===== src/rtl/s_eta_pack.sv =====
// Streams the eta=2 secret-vector memory out as 3-bit BitPack codes.
// It reads two coefficients per cycle and emits one 24-bit word for every 8 coefficients.
module s_eta_pack #(
  parameter int          NUM_POLY = 4,
  parameter logic [22:0] Q        = 23'd8380417
) (
  input  logic        clk,
  input  logic        reset,
  input  logic        start,
  output logic [9:0]  raddr_z0,
  output logic [9:0]  raddr_z1,
  output logic        ren_z,
  input  logic [22:0] rdata_z0,
  input  logic [22:0] rdata_z1,
  output logic [23:0] out_word,
  output logic        out_valid,
  input  logic        out_ready,
  output logic        out_last,
  output logic        busy,
  output logic        done,
  output logic        err
);

  localparam logic [1:0] LAST_POLY = 2'(NUM_POLY - 1);

  typedef enum logic [1:0] {
    IDLE,
    FETCH,
    PUSH,
    DONE_S
  } state_t;

  state_t      state, state_nx;
  logic [1:0]  poly;
  logic [4:0]  word;
  logic [2:0]  pair;
  logic [23:0] word_q;
  logic [2:0]  enc0, enc1;
  logic [9:0]  addr_base;
  logic        handshake;
  logic        last_word;

  // Codes are eta - c, with negative c held as Q - |c|; anything else is flagged as 7.
  function automatic logic [2:0] encode(input logic [22:0] v);
    logic [2:0] code;
    if (v == 23'd0)            code = 3'd2;
    else if (v == 23'd1)       code = 3'd1;
    else if (v == 23'd2)       code = 3'd0;
    else if (v == Q - 23'd1)   code = 3'd3;
    else if (v == Q - 23'd2)   code = 3'd4;
    else                       code = 3'd7;
    return code;
  endfunction

  assign enc0      = encode(rdata_z0);
  assign enc1      = encode(rdata_z1);
  assign handshake = (state == PUSH) && out_ready;
  assign last_word = (word == 5'd31) && (poly == LAST_POLY);
  assign addr_base = {poly, word, pair[1:0], 1'b0};

  // Addresses are gated by ren_z so that they read back as zero whenever no read is in flight.
  assign raddr_z0  = ren_z ? addr_base : 10'd0;
  assign raddr_z1  = ren_z ? addr_base + 10'd1 : 10'd0;
  assign out_word  = word_q;
  assign out_last  = (state == PUSH) && (word == 5'd31);

  always_ff @(posedge clk or negedge reset) begin
    if (!reset) state <= IDLE;
    else        state <= state_nx;
  end

  always_comb begin
    state_nx  = state;
    ren_z     = 1'b0;
    out_valid = 1'b0;
    done      = 1'b0;
    busy      = (state != IDLE);
    case (state)
      IDLE: begin
        if (start) state_nx = FETCH;
      end
      FETCH: begin
        if (pair != 3'd4) ren_z = 1'b1;
        else              state_nx = PUSH;
      end
      PUSH: begin
        out_valid = 1'b1;
        if (out_ready) state_nx = last_word ? DONE_S : FETCH;
      end
      DONE_S: begin
        done     = 1'b1;
        state_nx = IDLE;
      end
      default: state_nx = IDLE;
    endcase
  end

  // Read data for pair p-1 lands during pair p and fills slots 2(p-1) and 2(p-1)+1.
  always_ff @(posedge clk or negedge reset) begin
    if (!reset) begin
      poly   <= 2'd0;
      word   <= 5'd0;
      pair   <= 3'd0;
      word_q <= 24'd0;
      err    <= 1'b0;
    end else begin
      case (state)
        IDLE: begin
          if (start) begin
            poly <= 2'd0;
            word <= 5'd0;
            pair <= 3'd0;
            err  <= 1'b0;
          end
        end
        FETCH: begin
          if (pair != 3'd4) pair <= pair + 3'd1;
          case (pair)
            3'd1:    word_q[5:0]   <= {enc1, enc0};
            3'd2:    word_q[11:6]  <= {enc1, enc0};
            3'd3:    word_q[17:12] <= {enc1, enc0};
            3'd4:    word_q[23:18] <= {enc1, enc0};
            default: ;
          endcase
          if (pair != 3'd0 && (enc0 == 3'd7 || enc1 == 3'd7)) err <= 1'b1;
        end
        PUSH: begin
          if (handshake && !last_word) begin
            pair <= 3'd0;
            word <= word + 5'd1;
            if (word == 5'd31) poly <= poly + 2'd1;
          end
        end
        default: ;
      endcase
    end
  end

endmodule


===== config.mk =====
export PLATFORM = sky130hd
export DESIGN_NAME = s_eta_pack
export DESIGN_NICKNAME = d
export VERILOG_FILES = /design/src/rtl/s_eta_pack.sv
export SDC_FILE = /design/constraint.sdc
export NUM_CORES = 1
export LEC_CHECK = 0
export ABC_AREA = 1
export BUFFER_PORTS_ARGS = -buffer_cell sky130_fd_sc_hd__buf_2
export CAP_MARGIN = 20
export CORE_MARGIN = 2
export CORE_UTILIZATION = 35
export DETAILED_ROUTE_END_ITERATION = 10
export GPL_TIMING_DRIVEN = 0
export HOLD_SLACK_MARGIN = 0.08
export PLACE_DENSITY = 0.66
export SYNTH_ARGS = -nofsm -noshare
export SYNTH_HDL_FRONTEND = slang
export SYNTH_SLANG_ARGS = --single-unit

===== constraint.sdc =====
create_clock -name clk -period 1.42 [get_ports clk]
set_clock_uncertainty 0.05 [all_clocks]
set_input_delay 0.284 -clock clk [delete_from_list [all_inputs] [get_ports clk]]
set_output_delay 0.284 -clock clk [all_outputs]
set_load 0.005 [all_outputs]

==> results.md <==
Synthesis:
- By area the synthesized netlist is led by sky130_fd_sc_hd__dfrtp_1, sky130_fd_sc_hd__nand2_1, sky130_fd_sc_hd__nor2_1.
- The synthesized netlist net count is 387.
- The largest total area in the synthesized netlist belongs to sky130_fd_sc_hd__dfrtp_1.
- The top cell type by area accounts for 39.6% of the synthesized area.
- The proportion of synthesized chip area in sequential cells is 39.6%.
- The synthesized area divided by synthesized cell count is 7.11 um^2.
- The number of warnings issued by yosys is 0.
- The post-synthesis instance area is 2340 um^2.
- Synthesis inferred 37 register bits.
- The number of library cell types mapped by synthesis is 27.
- The number of cells produced by synthesis is 329.

Place:
- The quantity of I/O buffers inserted on ports is 98.
- Routability-driven placement finished with a final weighted congestion of 0.824.
- Including well taps, the total number of placed cells is 504.
- Summed over all nets, the half-perimeter wirelength after detailed placement is 4440 um.
- The total cell area at the placement stage is 3030 um^2.

Outcome:
- The run finished, with violations left.
- The final reports fail on design-rule violations, negative setup slack.

Drt:
- The first-pass iteration count of the detailed router is 7.
- The antenna violation net count after detailed routing is 0.
- The detailed-route wire length is 6370 um.
- The ratio of routed vias to standard cells is 4.73.
- For this run, design rule violations remaining after detail routing come to 8.
- The post-detailed-route wirelength per cell is 11.9 um.
- The final route contains 2541 vias.
- After the first detailed-routing iteration, the DRC count stood at 110.

Setup path:
- The slack of the worst reg-to-reg path is -0.31 ns.
- The worst register-to-register path has a depth of 12.
- Data arrives at the worst endpoint at 1.50 ns.
- STA puts the critical path data required time at 1.09 ns.
- Along the worst path, the maximum fanout reaches 5.
- The kind of capture point of the worst setup path is an output pin.
- The worst setup path is of the flop to output pin kind.
- The worst setup path is launched from a flop.

Floorplanning:
- The overall die height is 85.7 um.
- The core region is 6420 um^2.
- The die width is 85.7 um.
- The number of I/O pins is 100.
- The floorplan row count is 29.
- For this configuration, the core starts out at a cell density of 36.4%.
- The die area is 7350 um^2.

GRT:
- The first-pass GRT wire length is 10500 um.
- In the global route stage, overall resource usage came out at 17.6%.
- The initial antenna violation count is 0.
- The remaining global-route overflow is 0.
- The number of global-route vias before repair came to 2393.
- Entering global routing, the biggest net connects 38 pins.

Final layout:
- The layout filler cell count is 609.
- In the final layout, the multi-input gates occupy 1390 um^2.
- Measured on the finished design, the core utilization comes to 56.9%.
- Compared with the post-synthesis result, the final layout area differs by 56.4%.
- The layout cell share with drive strength beyond 1 is 45.2%.
- The antenna diode count is 0.
- The area used by sequential logic in the layout is 928 um^2.
- After routing the design area is 3660 um^2.
- In the final design database the tool counted 517 nets.
- The final standard cell count with taps included and fillers excluded is 537.

Timing:
- The transition at the pin with the smallest max-transition slack is 0.819 ns.
- The final period utilization is 129%.
- On the final layout, the worst hold slack is 0.400 ns.
- The final critical path time including I/O delays and setup is 1.83 ns.
- In the final timing run, aggregate negative setup slack is -10.61 ns.
- Setup repair after global routing could not meet its margin everywhere.
- The worst slew margin relative to its limit is 45.4%.
- The final hold violation count is 0.
- The number of failing setup endpoints in the final timing report is 45.
- The number of max-slew violations in the final report came to 0.
- After layout, the worst setup slack is -0.410 ns.
- The top achievable clock speed is 0.547 GHz.

Worst hold path:
- The number of instances on the worst hold path is 6.
- The class of the tightest hold or removal check is primary input to flop.

Clock network:
- Clock-pin slew was measured on the worst setup and hold paths at 0.08 ns.
- The clock tree from TritonCTS is built.
- The cell sitting at the root of the clock tree is a sky130_fd_sc_hd__clkbuf_8.
- Clock latency on the worst-skew pair, taken at its later pin, is 0.29 ns.
- The number of buffers created by CTS is 5.
- The largest buffer count on any clock path is 2.
- The H-tree generated during clock tree synthesis spans 2 levels.
- The number of sinks handled by clock tree synthesis is 37.

Run:
- Max-cap violations in this run came to 0.

Power and ir drop:
- Power spread over the standard cell area amounts to 1730 nW/um^2.
- The analysis attributes to cell leakage a power of 0.00186 uW.
- VDD sags by at most 1.01 mV.
==> layout by cell type (no fill, tap or decap), types with 2 or more instances in the layout <==
cell type / netlist / routed
sky130_fd_sc_hd__dfrtp_1: 37 / 35
sky130_fd_sc_hd__inv_4: 0 / 4
sky130_fd_sc_hd__a21oi_2: 1 / 3
sky130_fd_sc_hd__nand3_2: 2 / 5
sky130_fd_sc_hd__nand2_1: 82 / 74
sky130_fd_sc_hd__buf_2: 4 / 88
sky130_fd_sc_hd__o21ai_0: 25 / 16
sky130_fd_sc_hd__nand2_4: 1 / 4
sky130_fd_sc_hd__inv_1: 33 / 27
sky130_fd_sc_hd__inv_2: 6 / 8
sky130_fd_sc_hd__buf_4: 11 / 19
sky130_fd_sc_hd__o21ai_2: 5 / 6
sky130_fd_sc_hd__ha_1: 8 / 3
sky130_fd_sc_hd__nand2_2: 0 / 4
sky130_fd_sc_hd__dfrtp_2: 0 / 2
sky130_fd_sc_hd__nor3_1: 5 / 5
sky130_fd_sc_hd__nand3_4: 0 / 2
sky130_fd_sc_hd__nor2_1: 61 / 49
sky130_fd_sc_hd__nand4_1: 8 / 8
sky130_fd_sc_hd__o21ai_1: 3 / 11
sky130_fd_sc_hd__clkbuf_8: 0 / 5
sky130_fd_sc_hd__ha_4: 0 / 2
sky130_fd_sc_hd__bufinv_16: 0 / 2
sky130_fd_sc_hd__nor2_4: 3 / 15
sky130_fd_sc_hd__nand3_1: 23 / 18
sky130_fd_sc_hd__buf_6: 1 / 28
sky130_fd_sc_hd__ha_2: 0 / 3
==> final cells by class <==
cell class / instances / share of cell area [%]
well taps: 77 / 2.63
plain buffers: 16 / 4.86
flip-flops and latches: 37 / 25.4
clock inverters: 3 / 1.78
inverters: 39 / 4.28
multi-input cells: 238 / 37.9
repair buffers: 122 / 21.3
clock buffers: 5 / 1.88
==> synthesized netlist by cell type <==
cell                       count
sky130_fd_sc_hd__o21ai_2       5
sky130_fd_sc_hd__buf_6         1
sky130_fd_sc_hd__a22oi_1       1
sky130_fd_sc_hd__nand3_1      23
sky130_fd_sc_hd__nor2_4        3
sky130_fd_sc_hd__nand2_4       1
sky130_fd_sc_hd__buf_4        11
sky130_fd_sc_hd__buf_2         4
sky130_fd_sc_hd__inv_2         6
sky130_fd_sc_hd__nand4_1       8
sky130_fd_sc_hd__conb_1        1
sky130_fd_sc_hd__nor3_1        5
sky130_fd_sc_hd__a21oi_2       1
sky130_fd_sc_hd__nor2_1       61
sky130_fd_sc_hd__nand3_2       2
sky130_fd_sc_hd__nand2_1      82
sky130_fd_sc_hd__o211ai_1      1
sky130_fd_sc_hd__ha_1          8
sky130_fd_sc_hd__o21ai_0      25
sky130_fd_sc_hd__o22ai_2       1
sky130_fd_sc_hd__or2_2         1
sky130_fd_sc_hd__inv_1        33
sky130_fd_sc_hd__o21ai_1       3
sky130_fd_sc_hd__xor2_1        1
sky130_fd_sc_hd__and2_1        1
sky130_fd_sc_hd__a21oi_1       3
sky130_fd_sc_hd__dfrtp_1      37
==> power breakdown <==
part	switching [uW]	internal [uW]
Clock	385	698
Sequential	282	1510
Combinational	1780	1680
Total	2440	3890
==> critical path: stages (launching register included) <==
cell and delay (ns):
sky130_fd_sc_hd__dfrtp_1 0.40, sky130_fd_sc_hd__inv_2 0.09, sky130_fd_sc_hd__ha_4 0.16, sky130_fd_sc_hd__nand2_4 0.07, sky130_fd_sc_hd__nand2_8 0.09, sky130_fd_sc_hd__buf_12 0.14
sky130_fd_sc_hd__nor2_4 0.04, sky130_fd_sc_hd__buf_6 0.11, sky130_fd_sc_hd__buf_6 0.10
==> routing by layer <==
| metal | GRT usage (%) | wire [um] | up-vias |
|---|---|---|---|
| met5 | 0 | 0 | - |
| met1 | 22.2 | 2900 | 1176 |
| met4 | 4.47 | 68 | 0 |
| li1 | - | - | 1298 |
| met3 | 2.98 | 292 | 5 |
| met2 | 31.2 | 3120 | 62 |
==> metrics by stage <==
step / setup slack [ns] / total power [uW]
floorplan: -0.118 / 3320
global placement: -0.219 / 4150
detailed placement: -0.266 / 4210
CTS: -0.401 / 6050
global route: -0.464 / 6800
finish: -0.410 / 6340
==> kinds of logic (layout without fill, tap and decap cells) <==
kind of cell	Yosys count	count (layout)	synth area share (%)
and+or+nand+nor	187	188	34.4
buffers and inverters	55	185	11.1
adders and majority gates	8	8	4.28
AOI/OAI and AO/OA	40	40	10.1
xor gates and xnor gates	1	1	0.375
other	1	1	0.160
DFF	37	37	39.6
==> sequential cells by signal (all words and copies together) (netlist names) <==
register,flops
err,1
out_word,24
pair,3
poly,2
state,2
word,5
==> what timing repair did <==
item,in CTS,in global routing
endpoints found under the hold margin,37,0
cloned,3,2
buffers inserted,15,5
pin swaps,11,14
hold buffers,1,0
endpoints found under the setup margin,44,60
gates resized for setup,49,32
==> worst paths after layout <==
check | startpoint | end
worst max-delay path | pair[0]$_DFFE_PN0P_ | raddr_z1[3]
worst min-delay path | out_ready | poly[1]$_DFFE_PN0P_
worst max register to register | word[0]$_DFFE_PN0P_ | word[2]$_DFFE_PN0P_
worst min register to register | out_word[16]$_DFFE_PN0P_ | out_word[16]$_DFFE_PN0P_
max in group asynchronous | reset | state[0]$_DFFE_PN0P_
min in group asynchronous | reset | word[0]$_DFFE_PN0P_
Power figures use the tool's default switching activity.
